<file path="config.mk">
export PLATFORM = sky130hd
export DESIGN_NAME = clk_step_ctrl
export DESIGN_NICKNAME = d
export VERILOG_FILES = /design/src/rtl/clk_step_ctrl.sv
export SDC_FILE = /design/constraint.sdc
export NUM_CORES = 1
export LEC_CHECK = 0
export ABC_AREA = 1
export CORE_ASPECT_RATIO = 1.25
export CORE_MARGIN = 2
export CORE_UTILIZATION = 60
export CTS_CLUSTER_DIAMETER = 40
export DETAILED_ROUTE_END_ITERATION = 10
export GPL_ROUTABILITY_DRIVEN = 0
export PLACE_DENSITY = 0.85
export SLEW_MARGIN = 10
export SYNTH_ARGS = -nofsm -noshare
export SYNTH_HDL_FRONTEND = slang
export SYNTH_SLANG_ARGS = --single-unit
</file>
<file path="constraint.sdc">
create_clock -name clk -period 7.1 [get_ports clk]
set_clock_uncertainty 0.2 [all_clocks]
set_input_delay 1.065 -clock clk [delete_from_list [all_inputs] [get_ports clk]]
set_output_delay 1.065 -clock clk [all_outputs]
set_load 0.05 [all_outputs]
</file>
<file path="src/rtl/clk_step_ctrl.sv">
// CPU clock-enable controller: free-run divider or debounced single-step,
// with a sticky halt state and a saturating strobe counter.
module clk_step_ctrl #(
   parameter int divisor  = 1,
   parameter int DEBOUNCE = 4
) (
   input  logic        clk,
   input  logic        SYS_reset,
   input  logic        run_mode,
   input  logic        step_btn,
   input  logic        halt,
   output logic        cpu_en,
   output logic        CLK_led,
   output logic [31:0] cycle_count,
   output logic [1:0]  state
);

   typedef enum logic [1:0] {
      ST_RUN     = 2'b00,
      ST_STEP    = 2'b01,
      ST_HALTED  = 2'b10,
      ST_ILLEGAL = 2'b11
   } state_e;

   localparam logic [23:0] DIV_LAST = 24'(divisor - 1);
   localparam logic [7:0]  DEB_LAST = 8'(DEBOUNCE - 1);

   logic        run_meta_q;
   logic        run_sync_q;
   logic        btn_meta_q;
   logic        btn_sync_q;
   logic [7:0]  deb_cnt_q;
   logic [7:0]  deb_cnt_d;
   logic        btn_db_q;
   logic        btn_db_d;
   logic        btn_prev_q;
   logic        step_rise_s;
   state_e      state_q;
   state_e      state_d;
   logic [23:0] div_cnt_q;
   logic [23:0] div_cnt_d;
   logic        strobe_d;
   logic        cpu_en_q;
   logic        led_q;
   logic [31:0] count_q;

   // Two-flop synchronizers for the asynchronous mode switch and pushbutton.
   always_ff @(posedge clk or posedge SYS_reset) begin
      if (SYS_reset) begin
         run_meta_q <= 1'b0;
         run_sync_q <= 1'b0;
         btn_meta_q <= 1'b0;
         btn_sync_q <= 1'b0;
      end else begin
         run_meta_q <= run_mode;
         run_sync_q <= run_meta_q;
         btn_meta_q <= step_btn;
         btn_sync_q <= btn_meta_q;
      end
   end

   // Debounce next-state: any sample agreeing with btn_db restarts the count.
   always_comb begin
      deb_cnt_d = deb_cnt_q;
      btn_db_d  = btn_db_q;
      if (btn_sync_q != btn_db_q) begin
         if (deb_cnt_q == DEB_LAST) begin
            btn_db_d  = btn_sync_q;
            deb_cnt_d = 8'd0;
         end else begin
            deb_cnt_d = deb_cnt_q + 8'd1;
         end
      end else begin
         deb_cnt_d = 8'd0;
      end
   end

   // Debounce counter, debounced level and its one-cycle-delayed copy.
   always_ff @(posedge clk or posedge SYS_reset) begin
      if (SYS_reset) begin
         deb_cnt_q  <= 8'd0;
         btn_db_q   <= 1'b0;
         btn_prev_q <= 1'b0;
      end else begin
         deb_cnt_q  <= deb_cnt_d;
         btn_db_q   <= btn_db_d;
         btn_prev_q <= btn_db_q;
      end
   end

   assign step_rise_s = btn_db_q & ~btn_prev_q;

   // FSM next-state; halt outranks any strobe, and a strobe in RUN also needs run_mode still high.
   always_comb begin
      state_d   = state_q;
      div_cnt_d = div_cnt_q;
      strobe_d  = 1'b0;
      case (state_q)
         ST_RUN: begin
            if (halt) begin
               state_d   = ST_HALTED;
               div_cnt_d = 24'd0;
            end else if (!run_sync_q) begin
               state_d   = ST_STEP;
               div_cnt_d = 24'd0;
            end else if (div_cnt_q == DIV_LAST) begin
               strobe_d  = 1'b1;
               div_cnt_d = 24'd0;
            end else begin
               div_cnt_d = div_cnt_q + 24'd1;
            end
         end
         ST_STEP: begin
            div_cnt_d = 24'd0;
            if (halt) begin
               state_d = ST_HALTED;
            end else begin
               strobe_d = step_rise_s;
               if (run_sync_q) begin
                  state_d = ST_RUN;
               end else begin
                  state_d = ST_STEP;
               end
            end
         end
         ST_HALTED: begin
            state_d   = ST_HALTED;
            div_cnt_d = 24'd0;
         end
         default: begin
            state_d   = ST_STEP;
            div_cnt_d = 24'd0;
         end
      endcase
   end

   // FSM state, divider and registered strobe outputs.
   always_ff @(posedge clk or posedge SYS_reset) begin
      if (SYS_reset) begin
         state_q   <= ST_STEP;
         div_cnt_q <= 24'd0;
         cpu_en_q  <= 1'b0;
         led_q     <= 1'b0;
         count_q   <= 32'd0;
      end else begin
         state_q   <= state_d;
         div_cnt_q <= div_cnt_d;
         cpu_en_q  <= strobe_d;
         if (strobe_d) begin
            led_q <= ~led_q;
            if (count_q != 32'hFFFF_FFFF) begin
               count_q <= count_q + 32'd1;
            end else begin
               count_q <= count_q;
            end
         end else begin
            led_q   <= led_q;
            count_q <= count_q;
         end
      end
   end

   assign cpu_en      = cpu_en_q;
   assign CLK_led     = led_q;
   assign cycle_count = count_q;
   assign state       = state_q;

endmodule

</file>
=== Word-level counts from Yosys, hierarchy flattened ===
Index checks and enable logic that the tools add are counted.

* Input port bits: 5
* Register bits after elaboration: 74
* Logic and storage cells: 44
* Output and inout port bits: 36

* Mux-type cells: 16
* Bitwise gates (word level): 3
* Add/subtract/negate cells: 3
* Eq/ne operators: 6
* Reductions and logical operators: 4

{| class="wikitable"
|+ Operators with widths
! operator !! number
|-
| $mux 24 || 4
|-
| $add 32x1->32 const B || 1
|-
| $ne 32x32->1 const B || 1
|-
| $add 24x1->24 const B || 1
|-
| $logic_not 24->1 || 1
|-
| $mux 8 || 2
|-
| $add 8x1->8 const B || 1
|-
| $eq 8x2->1 const B || 1
|-
| $mux 2 || 3
|-
| $pmux 2 s3 || 1
|-
| $mux 1 || 5
|-
| $reduce_and 2->1 || 2
|-
| $ne 3x3->1 const B || 1
|-
| $eq 2x1->1 const B || 1
|-
| $eq 2x2->1 const B || 1
|-
| $logic_not 2->1 || 1
|-
| $not 1->1 || 2
|-
| $pmux 1 s2 || 1
|-
| $and 1x1->1 || 1
|-
| $ne 1x1->1 || 1
|}

=== Logic depth before layout (Yosys ltp) ===
Gate-level depths: netlist (run 1).

* Depth in word-level cells: 6
* Gate-level depth with buffers: 10
* Gate-level depth less buffers: 10

=== Worst setup path before layout (run 1) ===
OpenSTA, ideal clock, no wires.

* Path kind: input -> register
* From: input halt
* To: register count_q[28], in the netlist cycle_count[28]
* Path buffers: 1
* Cell stages on the path: 7
* Arrival time: 2.125 ns
* Slack: 4.709 ns
* Required time: 6.834 ns
* Library setup time: 0.066 ns
* Cell sequence: or2_2 -> nor2_1 -> nand4_1 -> nand2_2 -> clkbuf_1 -> nand4_1 -> nand2_1

* Word-level cells in the longest chain between the ends: 3
* Elaborated cells between the ends (all ways): 4
* Classes of those cells: mux: 3; reduce/logical: 1

{| class="wikitable"
|+ RTL lines
! item !! line !! source
|-
| from (decl) || 11 || <nowiki>input logic halt,</nowiki>
|-
| $mux 1, on equally long branches || 115, 100 ||
|-
| $pmux 1 s2 (*) || 98 || <nowiki>case (state_q)</nowiki>
|-
| $reduce_and 2->1 (no source line) (*) || -- ||
|-
| to (signal assigned) || 152 || <nowiki>count_q <= count_q + 32'd1;</nowiki>
|-
| to (signal assigned) || 154 || <nowiki>count_q <= count_q;</nowiki>
|-
| to (signal assigned) || 158 || <nowiki>count_q <= count_q;</nowiki>
|-
| to (decl) || 45 || <nowiki>logic [31:0] count_q;</nowiki>
|}

Mark *: on every way between the ends. The rest lies on a longest branch, timed or not.
A chain may end at the register's enable or synchronous reset.

=== Final worst setup path (run 1) ===
* From: input halt
* To: register count_q[26], in the netlist cycle_count[26]

Same word-level chain as after synthesis.

==> results of run 1 <==
## final cells by class
| type | count | area, sq um | area share |
|---|---|---|---|
| Multi-Input combinational cell | 468 | 2160 | 0.432 |
| Sequential cell | 74 | 1850 | 0.370 |
| Timing Repair Buffer | 42 | 415 | 0.0830 |
| Inverter | 55 | 206 | 0.0413 |
| Clock buffer | 11 | 151 | 0.0303 |
| Tap cell | 90 | 113 | 0.0225 |
| Clock inverter | 5 | 100 | 0.0200 |
## registers in the layout (all words and copies together) (netlist names)
name         count
run_meta_q       1
deb_cnt_q        8
btn_sync_q       1
btn_meta_q       1
run_sync_q       1
btn_prev_q       1
btn_db_q         1
cpu_en           1
CLK_led          1
cycle_count     32
div_cnt_q       24
state            2
## cell usage in the layout, fill, tap and decap left out, types with 2 or more instances in the layout
master / n
sky130_fd_sc_hd__o21ai_0: 16
sky130_fd_sc_hd__a31oi_1: 4
sky130_fd_sc_hd__nand3_1: 19
sky130_fd_sc_hd__ha_1: 4
sky130_fd_sc_hd__bufinv_16: 3
sky130_fd_sc_hd__a21oi_1: 14
sky130_fd_sc_hd__buf_4: 2
sky130_fd_sc_hd__nand4_1: 40
sky130_fd_sc_hd__or2_2: 2
sky130_fd_sc_hd__xor2_1: 8
sky130_fd_sc_hd__nor2_2: 3
sky130_fd_sc_hd__nor2_4: 2
sky130_fd_sc_hd__xnor2_1: 6
sky130_fd_sc_hd__nor2_1: 99
sky130_fd_sc_hd__nor3_1: 13
sky130_fd_sc_hd__nand2_2: 3
sky130_fd_sc_hd__dfrtp_1: 73
sky130_fd_sc_hd__clkinv_2: 2
sky130_fd_sc_hd__clkdlybuf4s50_1: 40
sky130_fd_sc_hd__nand2_1: 219
sky130_fd_sc_hd__nand3b_1: 10
sky130_fd_sc_hd__inv_1: 54
sky130_fd_sc_hd__clkbuf_8: 11
## critical path, cell delays in order
cell	delay [ps]
sky130_fd_sc_hd__clkdlybuf4s50_1	440
sky130_fd_sc_hd__or2_2	280
sky130_fd_sc_hd__nor2_1	120
sky130_fd_sc_hd__nand4_1	120
sky130_fd_sc_hd__nand2_2	490
sky130_fd_sc_hd__nand3_2	690
sky130_fd_sc_hd__nand2_1	240
sky130_fd_sc_hd__nand2_1	70
## layer usage
layer | vias to the layer above | global-route usage | share of wire | routed length, um
met5 | - | 0 | 0 | 0
met4 | 0 | 0.127 | 0.033 | 329
met3 | 36 | 0.0623 | 0.049 | 496
met2 | 172 | 0.471 | 0.52 | 5240
met1 | 1892 | 0.322 | 0.40 | 4040
li1 | 2042 | - | - | -
## final timing paths
check | startpoint | endpoint | cells past startpoint
worst max-delay path | halt | cycle_count[26]$_DFFE_PP0P_ | 8
min in group asynchronous | SYS_reset | cycle_count[23]$_DFFE_PP0P_ | 3
worst min-delay path | run_meta_q$_DFF_PP0_ | run_sync_q$_DFF_PP0_ | 0
max in group asynchronous | SYS_reset | div_cnt_q[2]$_DFF_PP0_ | 3
worst min register to register | run_meta_q$_DFF_PP0_ | run_sync_q$_DFF_PP0_ | 0
worst max register to register | state[1]$_DFFE_PP0P_ | cycle_count[26]$_DFFE_PP0P_ | 9
## power by group
part	total (mW)	switching (mW)	leakage, nW	internal [mW]
Sequential	0.447	0.0120	1.01	0.435
Combinational	0.0419	0.0251	1.11	0.0169
Clock	0.412	0.161	0.129	0.252
Total	0.901	0.198	2.25	0.703
## stage by stage
step | hold WS [ps] | instance area, sq um | std cells | power (mW)
floorplan | 131 | 4300 | 612 | 0.484
global placement | 131 | 4750 | 729 | 0.495
detailed placement | 142 | 4750 | 729 | 0.497
CTS | 159 | 5000 | 745 | 0.905
global route | 168 | 5000 | 745 | 0.936
finish | 154 | 5000 | 745 | 0.901
## cells by family after synthesis
family,count (synthesis),share of synthesized area
simple gates,414,0.418
xor+xnor,14,0.0285
mux,1,0.00262
buf+inv,70,0.0655
compound gates,35,0.0425
fa+ha+maj,4,0.0116
flops,74,0.431
==> qor_table.md, run 1 <==
| Step | Parameter | Reported |
|---|---|---|
| run status | Status | completed |
| synthesis | Number of synthesized register bits | 74 |
| critical path | Crit. End Element | flop |
| synthesis | Most instantiated library cell after synthesis | sky130_fd_sc_hd__nand2_1 |
| clocking | Clock sink count | 74 |
| global route | Pin count of the biggest net entering global routing | 75 |
| route | Antenna violation net count after detailed routing | 0 |
| placement | I/O Buffers | 40 |
| clocking | Num CTS Buffers | 9 |
| timing | Final setup viols | 0 |
| global route | Global Route Usage Sum | 0.274 |
| clocking | CTS tree | done |
| placement | Placement-stage worst setup slack | 3240 ps |
| critical path | WP data arrival | 3530 ps |
| min path | Worst hold-check path type | reg2reg |
| floorplan | Starting density of the core | 0.620 |
| clocking | Max clock buf depth | 2 |
| clocking | Number of setup buffers added after CTS | 0 |
| critical path | Worst EP required | 7140 ps |
| synthesis | Share of the yosys chip area belonging to registers | 0.431 |
| timing | Minimum clock period | 3490 ps |
| global route | Number of antenna violations at the first check in global routing | 0 |
| timing | Number of max-slew violations in the final report | 0 |
| layout | Layout cell share with drive strength beyond 1 | 0.0504 |
| layout | Number of filler cells placed in the layout | 548 |
| synthesis | Top area cells in the synthesized netlist | sky130_fd_sc_hd__dfrtp_1, sky130_fd_sc_hd__nand2_1, sky130_fd_sc_hd__nor2_1, sky130_fd_sc_hd__nand4_1, sky130_fd_sc_hd__inv_1 |
| placement | Detailed placement HPWL | 6970 um |
| timing | Fin Setup TNS | 0 ps |
| global route | Via count of the first global-routing pass | 3,897 |
| pwr | Power per cell area | 180 nW/um^2 |
| route | DR vias/cell | 5.56 |
| synthesis | Fraction of registers with async set or reset after synthesis | 1.00 |
| floorplan | Core region area | 6930 sq um |
| floorplan | Number of I/O pins | 41 |
| critical path | Worst Path Class, Setup | in2reg |
| pwr | Largest voltage drop on the vdd net | 0.182 mV |
| layout | Antenna fix cells | 0 |
| timing | Setup repair after global routing missed its margin | false |
| timing | Worst setup margin | 3610 ps |
| route | Aggregate routed wire length | 10,100 um |
| floorplan | Placement row count | 34 |
| route | Violation count after the first detailed-routing iteration | 337 |
| synthesis | Share of the synthesized area in the top cell type | 0.425 |
| timing | Upper clock frequency limit | 0.287 GHz |
| run | Max Cap Viol | 0 |
| synthesis | Mean instance size in the synthesized netlist | 7.02 sq um |
| layout | Post-route core utilization | 0.721 |
| clocking | Root Buffer | sky130_fd_sc_hd__clkbuf_8 |
| route | Routed wire per std cell | 13.6 um |
| critical path | Startpoint kind of the worst setup timing path | input pin |
| pwr | P_leak | 2.25 nW |
| route | Pre-Repair DR Iteration Count | 5 |
| synthesis | Commonest cells post-synth | sky130_fd_sc_hd__nand2_1, sky130_fd_sc_hd__nor2_1, sky130_fd_sc_hd__dfrtp_1 |
| floorplan | Overall die area | 7860 sq um |
| global route | GRT Residual Overflow | 0 |
| timing | Relative slew margins | 0.392 |
| route | Post-route DRC | 0 |
| synthesis | Total number of yosys warnings | 0 |
| synthesis | Summed instance area of the synthesized netlist | 4300 sq um |
| clocking | Number of hold buffers added after cts | 0 |
| critical path | Crit-path max FO | 34 |
| clocking | Post-CTS clock slew at the launch and capture registers of the worst setup and hold paths | 80 ps |
| clocking | Resize count post-CTS | 0 |
| layout | Layout-stage area growth over the synthesis result | 16.4% |
| timing | Final hold viol count | 0 |
| global route | Global-route wire length before repair | 17,100 um |
| route | Detailed-route via count | 4,142 |
| synthesis | Number of synthesized flops with an enable pin | 0 |
| clocking | Clock insertion delay at the later pin of the skew report | 350 ps |
| synthesis | Post-synth net total | 621 |
| timing | Slew at the pin closest to its max-slew limit | 912 ps |
| floorplan | Floorplan die height | 98.6 um |
| synthesis | Number of distinct library cell variants in the gate-level netlist after synthesis | 29 |
| layout | Final net count | 659 |
| timing | Fraction of the cycle the final worst path needs | 0.491 |
| critical path | Register-to-register path setup slack | 4160 ps |
| floorplan | Die span in x | 79.7 um |
| clocking | Htree depth | 3 |
| synthesis | Leading register cell type out of synthesis | sky130_fd_sc_hd__dfrtp_1 |
| synthesis | Synthesized netlist cell count | 612 |
| synthesis | Biggest area consumer among synthesized cells | sky130_fd_sc_hd__dfrtp_1 |
Power figures use the tool's default switching activity.
==> inputs of run 2 (changes only) <==
--- a/config.mk
+++ b/config.mk
@@ -8,11 +8,11 @@
 export ABC_AREA = 1
 export CORE_ASPECT_RATIO = 1.25
 export CORE_MARGIN = 2
-export CORE_UTILIZATION = 60
+export CORE_UTILIZATION = 52
 export CTS_CLUSTER_DIAMETER = 40
 export DETAILED_ROUTE_END_ITERATION = 10
 export GPL_ROUTABILITY_DRIVEN = 0
-export PLACE_DENSITY = 0.85
+export PLACE_DENSITY = 0.78
 export SLEW_MARGIN = 10
 export SYNTH_ARGS = -nofsm -noshare
 export SYNTH_HDL_FRONTEND = slang
==> constraint.sdc (replaced) <==
create_clock -name clk -period 2.9 [get_ports clk]
set_clock_uncertainty 0.2 [all_clocks]
set_input_delay 0.435 -clock clk [delete_from_list [all_inputs] [get_ports clk]]
set_output_delay 0.435 -clock clk [all_outputs]
set_load 0.05 [all_outputs]
==> qor_table.md, run 2 (same netlist as run 1, synthesis figures left out) <==
| Step | Parameter | Reported |
|---|---|---|
| run status | Status | completed |
| timing | Final setup viols | 0 |
| floorplan | Placement row count | 37 |
| clocking | Max clock buf depth | 2 |
| layout | Max reg flops | 32 |
| global route | Global-route wire length before repair | 17,000 um |
| layout | Most frequent standard cell in the layout excluding fill and tap cells | sky130_fd_sc_hd__nand2_1 |
| route | Detailed-route via count | 4,065 |
| layout | Post-route core utilization | 0.622 |
| critical path | Worst Path Class, Setup | reg2out |
| route | Antenna violation net count after detailed routing | 0 |
| pwr | Largest voltage drop on the vdd net | 0.368 mV |
| clocking | Resize count post-CTS | 0 |
| placement | I/O Buffers | 40 |
| floorplan | Number of I/O pins | 41 |
| timing | Upper clock frequency limit | 0.425 GHz |
| layout | Layout cell share with drive strength beyond 1 | 0.0590 |
| global route | Global Route Usage Sum | 0.234 |
| timing | Minimum clock period | 2350 ps |
| floorplan | Die span in x | 85.3 um |
| timing | Number of max-slew violations in the final report | 0 |
| pwr | Power per cell area | 436 nW/um^2 |
| route | Post-route DRC | 0 |
| route | Aggregate routed wire length | 10,000 um |
| route | DR vias/cell | 5.36 |
| clocking | Clock insertion delay at the later pin of the skew report | 370 ps |
| clocking | Htree depth | 3 |
| route | Routed wire per std cell | 13.2 um |
| floorplan | Overall die area | 9010 sq um |
| global route | Via count of the first global-routing pass | 3,912 |
| layout | Layout-stage area growth over the synthesis result | 17.9% |
| global route | GRT Residual Overflow | 0 |
| floorplan | Core region area | 8150 sq um |
| clocking | Root Buffer | sky130_fd_sc_hd__clkbuf_8 |
| floorplan | Floorplan die height | 106 um |
| critical path | Register-to-register path setup slack | 700 ps |
| route | Violation count after the first detailed-routing iteration | 199 |
| placement | Detailed placement HPWL | 7220 um |
| critical path | WP data arrival | 1720 ps |
| timing | Final hold viol count | 0 |
| clocking | Number of setup buffers added after CTS | 0 |
| route | Pre-Repair DR Iteration Count | 5 |
| critical path | Crit-path max FO | 4 |
| timing | Slew at the pin closest to its max-slew limit | 571 ps |
| critical path | Crit. End Element | output port |
| pwr | P_leak | 2.27 nW |
| timing | Fin Setup TNS | 0 ps |
| timing | Setup repair after global routing missed its margin | false |
| critical path | Cells along the critical path | clkdlybuf4s50_1 |
| run | Max Cap Viol | 0 |
| critical path | Longest individual stage delay on the worst path | 800 ps |
| clocking | Num CTS Buffers | 9 |
| layout | Final net count | 665 |
| layout | Most used cells in the layout excluding fill and tap cells | sky130_fd_sc_hd__nand2_1, sky130_fd_sc_hd__nor2_1, sky130_fd_sc_hd__dfrtp_1 |
| layout | Antenna fix cells | 0 |
| critical path | Count of buffer and inverter cells on the critical path | 1 |
| layout | Number of filler cells placed in the layout | 712 |
| global route | Number of antenna violations at the first check in global routing | 0 |
| global route | Pin count of the biggest net entering global routing | 38 |
| critical path | Worst EP required | 2270 ps |
| clocking | Post-CTS clock slew at the launch and capture registers of the worst setup and hold paths | 80 ps |
| critical path | Cell with the biggest individual delay on the critical path | sky130_fd_sc_hd__clkdlybuf4s50_1 |
| clocking | CTS tree | done |
| timing | Relative slew margins | 0.616 |
| timing | Fraction of the cycle the final worst path needs | 0.812 |
| critical path | Largest delay share family, worst path | buffers and inverters |
| clocking | Clock sink count | 74 |
| floorplan | Starting density of the core | 0.527 |
| critical path | Startpoint kind of the worst setup timing path | flop |
| clocking | Number of hold buffers added after cts | 0 |
| min path | Worst hold-check path type | reg2reg |
==> run 2: worst paths after layout <==
check                                                start                          end  cells after the start
worst min register to register        btn_meta_q$_DFF_PP0_         btn_sync_q$_DFF_PP0_                      0
max in group asynchronous                        SYS_reset  cycle_count[11]$_DFFE_PP0P_                      3
worst max register to register  cycle_count[0]$_DFFE_PP0P_   cycle_count[4]$_DFFE_PP0P_                     10
min in group asynchronous                        SYS_reset         state[1]$_DFFE_PP0P_                      2
worst min-delay path                  btn_meta_q$_DFF_PP0_         btn_sync_q$_DFF_PP0_                      0
worst max-delay path                  state[0]$_DFFE_PP1P_                     state[0]                      1
==> run 2: layer usage <==
layer	global-route usage	wire [um]
met1	0.280	4240
met2	0.401	5120
met3	0.0501	455
met4	0.102	191
met5	0	0
==> run 2: through the flow <==
| stage | power, mW | area, sq um | hold slack, ps | instances | worst slack [ps] |
|---|---|---|---|---|---|
| finish | 2.21 | 5070 | 163 | 758 | 547 |
| global route | 2.29 | 5070 | 173 | 758 | 477 |
| CTS | 2.22 | 5070 | 165 | 758 | 526 |
| detailed placement | 1.22 | 4820 | 148 | 742 | 483 |
| global placement | 1.22 | 4820 | 134 | 742 | 536 |
| floorplan | 1.19 | 4300 | 131 | 612 | 385 |
==> run 2: power by group <==
part / internal (mW) / leakage, nW / switching [mW]
Combinational: 0.0450 / 1.15 / 0.0634
Sequential: 1.06 / 1.01 / 0.0278
Clock: 0.596 / 0.119 / 0.412
==> run 2: area by class of cell <==
class | count | area [sq um] | share of cell area
multi-input cells | 468 | 2160 | 0.427
flip-flops and latches | 74 | 1850 | 0.366
repair buffers | 48 | 473 | 0.0933
inverters | 55 | 206 | 0.0407
clock buffers | 10 | 138 | 0.0272
well taps | 97 | 121 | 0.0239
clock inverters | 6 | 114 | 0.0225
==> variant 1 (settings of run 2) <==
Reset style: synchronous (`SYS_reset`), changed in 3 clocked blocks. Comments in the files are not updated.
--- a/src/rtl/clk_step_ctrl.sv
+++ b/src/rtl/clk_step_ctrl.sv
@@ -46,5 +46,5 @@
 
    // Two-flop synchronizers for the asynchronous mode switch and pushbutton.
-   always_ff @(posedge clk or posedge SYS_reset) begin
+   always_ff @(posedge clk) begin
       if (SYS_reset) begin
          run_meta_q <= 1'b0;
@@ -77,5 +77,5 @@
 
    // Debounce counter, debounced level and its one-cycle-delayed copy.
-   always_ff @(posedge clk or posedge SYS_reset) begin
+   always_ff @(posedge clk) begin
       if (SYS_reset) begin
          deb_cnt_q  <= 8'd0;
@@ -136,5 +136,5 @@
 
    // FSM state, divider and registered strobe outputs.
-   always_ff @(posedge clk or posedge SYS_reset) begin
+   always_ff @(posedge clk) begin
       if (SYS_reset) begin
          state_q   <= ST_STEP;
Behaviour: differs if SYS_reset is asserted again (counterexample within 4 cycles, from zero or initial values and one cycle with SYS_reset high); with SYS_reset held inactive, the same outputs for 10 cycles.
==> variant 1 against run 2 <==
First-iteration DRC count fell by 18%. Sequential cell count did not move. Total power fell by 15%. Synthesized cell count grew 1.1%. Largest cell class unchanged. Final area down 5.0%. Area after synthesis down 3.5%. Routed wire length grew 3.4%. Worst setup slack got worse by 6.3 ps.
==> variant 1: results (changes against run 2) <==
Outcome
  • Status: complete, no violations

Cells and area
  • Share of layout cells above drive strength 1: 9.49% (+3.6 points)
  • Multi-input logic area: 0.00239 sq mm (+10%)
  • Storage element area: 0.00148 sq mm (-20%)
  • Number of fill cells: 727 (+2.1%)
  • Final std cells w/o fill: 759 (+0.13%)
  • Comb_multi_in: 478 (+2.1%)
  • Area Overhead vs Synth: 16.0%
  • Data buffer area share: 9.56% (+0.23 points)
  • Clk cell area share: 3.82% (-1.1 points)

Synthesis
  • Top cells by area, synth: dfxtp_1 (36%), nand2_1 (16%), nor2_1 (9.2%)
  • Complex-gate fraction of the synthesized area: 9.38% (+5.1 points)
  • Post-synthesis sequential area ratio: 35.7% (-7.4 points)
  • Post-synthesis mux area share: 0% (-0.26 points)
  • Synth cell types: 36 (+24%)
  • Synth top cells by count: nand2_1 (173), nor2_1 (102), dfxtp_1 (74)
  • Mean Syn Cell Area: 6.70 sq um (-4.6%)
  • XOR/XNOR share of the synthesized area: 3.80% (+0.95 points)
  • Synth Area in Adders: 1.21% (+0.042 points)

Pwr
  • Worst vdd ir: 0.224 mV (-39%)
  • Leak: 0.00163 uW (-29%)

Drt
  • Routed wire length: 10300 microns (+3.4%)

Worst setup path
  • Crit path largest cell delay: 860 ps (+60 ps)
  • CP max FO: 6 (+2)

Place
  • Post-detail-place hpwl: 7440 microns (+3.0%)
  • Placed Cells: 744 (+0.27%)
  • Placement Cell Area: 0.00463 sq mm (-3.9%)

Floorplanning
  • Area of the core: 0.00779 sq mm (-4.4%)

STA
  • Slew @ Worst Pin: 596 ps (+25.1 ps)

Global route
  • Largest net degree at the start of global routing: 37 (-2.6%)
  • Vias in the first global route: 4078 (+4.2%)
  • First-pass GRT wire length: 17700 microns (+3.7%)
[variant 1: final timing paths]
path,start,end,slack (ps),cells after the start
setup / recovery,cycle_count[19],cycle_count[19],540,1
hold / removal,btn_meta_q,btn_sync_q,210,2
setup reg to reg,cycle_count[1],cycle_count[0],640,10
hold reg to reg,btn_meta_q,btn_sync_q,210,2
[variant 1: stage by stage]
step	hold slack, ps	setup slack, ps
after detailed placement	208	347
after global placement	199	394
after CTS	219	519
after floorplan	188	552
final	211	540
after global routing	246	384
[variant 1: where the power goes]
| part | total, uW | switching (uW) | leakage (uW) | internal (uW) |
|---|---|---|---|---|
| logic | 68.3 | 48.7 | 0.000936 | 19.6 |
| registers | 1030 | 4.63 | 0.000597 | 1020 |
| clock network | 784 | 393 | 0.0000921 | 391 |
| total | 1880 | 446 | 0.00163 | 1430 |
[variant 1: metal layers]
layer	wire, microns	global-route usage, %
met1	4290	26.8
met2	5260	43.5
met3	447	5.00
met4	345	13.4
met5	0	0
==> variant 2 (config.mk and constraints of run 2) <==
Without the edit above. The output `cpu_en` loses its register stage (`cpu_en_q` becomes a continuous assignment).
--- a/src/rtl/clk_step_ctrl.sv
+++ b/src/rtl/clk_step_ctrl.sv
@@ -140,5 +140,4 @@
          state_q   <= ST_STEP;
          div_cnt_q <= 24'd0;
-         cpu_en_q  <= 1'b0;
          led_q     <= 1'b0;
          count_q   <= 32'd0;
@@ -146,5 +145,4 @@
          state_q   <= state_d;
          div_cnt_q <= div_cnt_d;
-         cpu_en_q  <= strobe_d;
          if (strobe_d) begin
             led_q <= ~led_q;
@@ -161,4 +159,6 @@
    end
 
+   assign cpu_en_q = strobe_d;
+
    assign cpu_en      = cpu_en_q;
    assign CLK_led     = led_q;
Formal check against the unedited RTL: not equivalent (a bounded check fails within 4 cycles, from zero or initial values and one cycle with SYS_reset high).
==> variant 2 against run 2 <==
Routed wire length rose by 0.96%. Sequential share of layout area up 0.15 points. Hold slack lost 10 ps. Area after synthesis shrank 0.58%. Final area shrank 1.8%. Register-to-register slack got worse by 70 ps. Non-clock buffer count down 1. Worst setup slack lost 180 ps. Via count rose by 1.6%. Sequential cell count decreased by 1. Total power down 12%. Critical path type is now in2out. Largest power group unchanged. Highest routed layer unchanged.
==> variant 2: results (changes against run 2) <==
Worst setup path
  • Worst R2R Setup Slack: 630 ps (-70 ps)
  • CP Data Arrival Time: 1900 ps (+180 ps)
  • Crit path largest cell delay: 430 ps (-370 ps)
  • CP max FO: 3 (-1)
  • Max stage delay cell, worst path: clkdlybuf4s50_1

Cells and area
  • Share of layout cells above drive strength 1: 5.46% (-0.44 points)
  • Nets: 663 (-0.30%)
  • Diode count: 0 (unchanged)
  • Number of fill cells: 691 (-2.9%)

Place
  • Placement Cell Area: 0.00480 sq mm (-0.26%)
  • Worst slack at placement: 381 ps (-103 ps)
  • Placed Cells: 738 (-0.54%)
  • Post-detail-place hpwl: 7190 microns (-0.47%)

Clocking
  • # Post-CTS Setup Buffers: 0 (unchanged)
  • Root buf cell: clkbuf_8
  • CTS resizes: 0 (unchanged)
  • Skew-Pair Late Insertion Delay: 360 ps
  • Num CTS Buffers: 9 (unchanged)

STA
  • WHS: 152 ps (-10.0 ps)
  • Slew headroom: 59.2% (-2.4 points)
  • Max Freq: 395 MHz (-7.0%)

Synthesis
  • Syn nets: 620 (-0.16%)
  • Mean Syn Cell Area: 6.99 sq um (-0.42%)
  • Synth top cells by count: nand2_1 (219), nor2_1 (99), dfrtp_1 (72)
  • Post-synthesis sequential area ratio: 42.8% (-0.33 points)
  • Top cells by area, synth: dfrtp_1 (42%), nand2_1 (19%), nor2_1 (8.7%)
  • Ys Warns: 0 (unchanged)
  • Async S/R FF share, synth: 100% (unchanged)

Pwr
  • Worst vdd ir: 0.363 mV (-1.4%)
  • Clock power share: 38.5% (-7.1 points)
  • Switching Share: 24.9% (+2.1 points)
  • Leak: 0.00223 uW (-1.8%)
  • Comb pwr share: 5.7% (+0.8 points)
  • PwrDens: 389 mW/mm^2 (-11%)

Drt
  • Routed wire length: 10100 microns (+0.96%)
  • Vias: 4130 (+1.6%)
  • Drt pass-1 iters: 4 (-1)
  • Routed WL per cell: 13.4 microns (+1.5%)
  • DR iter-0 viols: 190 (-4.5%)

Outcome
  • Status: complete, no violations

Global route
  • Vias in the first global route: 4029 (+3.0%)
  • First-pass GRT wire length: 17600 microns (+3.4%)
  • All-layer global routing usage: 24.2% (+0.76 points)

Worst hold path
  • Hold crit path type: reg2reg
## variant 2: worst paths after layout
| path | startpoint | endpoint | cells after the start |
|---|---|---|---|
| max in group asynchronous | SYS_reset | state[0] | 3 |
| min in group asynchronous | SYS_reset | run_meta_q | 2 |
| hold reg to reg | run_meta_q | run_sync_q | 0 |
| hold / removal | run_meta_q | run_sync_q | 0 |
| setup reg to reg | cycle_count[0] | cycle_count[2] | 10 |
| setup / recovery | halt | cpu_en | 8 |
## variant 2: final cells by class
| type | instances | area [sq um] | area share, % |
|---|---|---|---|
| Timing Repair Buffer | 47 | 488 | 9.80 |
| Inverter | 55 | 206 | 4.15 |
| Sequential cell | 73 | 1830 | 36.7 |
| Clock buffer | 14 | 163 | 3.27 |
| Multi-Input combinational cell | 468 | 2160 | 43.4 |
| Tap cell | 95 | 119 | 2.39 |
| Clock inverter | 2 | 12.5 | 0.251 |
## variant 2: worst max-delay path, delay by kind of cell
kind | cells | cell delay (ps)
and+or+nand+nor | 5 | 760
buffers and inverters | 3 | 700
## variant 2: per-layer routing
layer	vias to the layer above	global-route usage (%)	part of all wire, %
met5	-	0	0
met3	16	5.72	4.4
met2	105	40.3	51
met4	0	11.7	1.8
li1	2047	-	-
met1	1962	29.1	43
## variant 2: cell families (layout without fill, tap and decap cells)
kind of cell             Yosys count  in the layout  share of synthesized area [%]
flip-flops                        73             73                           42.8
buffers and inverters             70            118                           6.59
AO/OA/AOI/OAI                     35             35                           4.28
XOR/XNOR                          14             14                           2.87
AND/OR/NAND/NOR                  414            414                           42.0
multiplexers                       1              1                          0.264
adder cells (fa/ha/maj)            4              4                           1.17
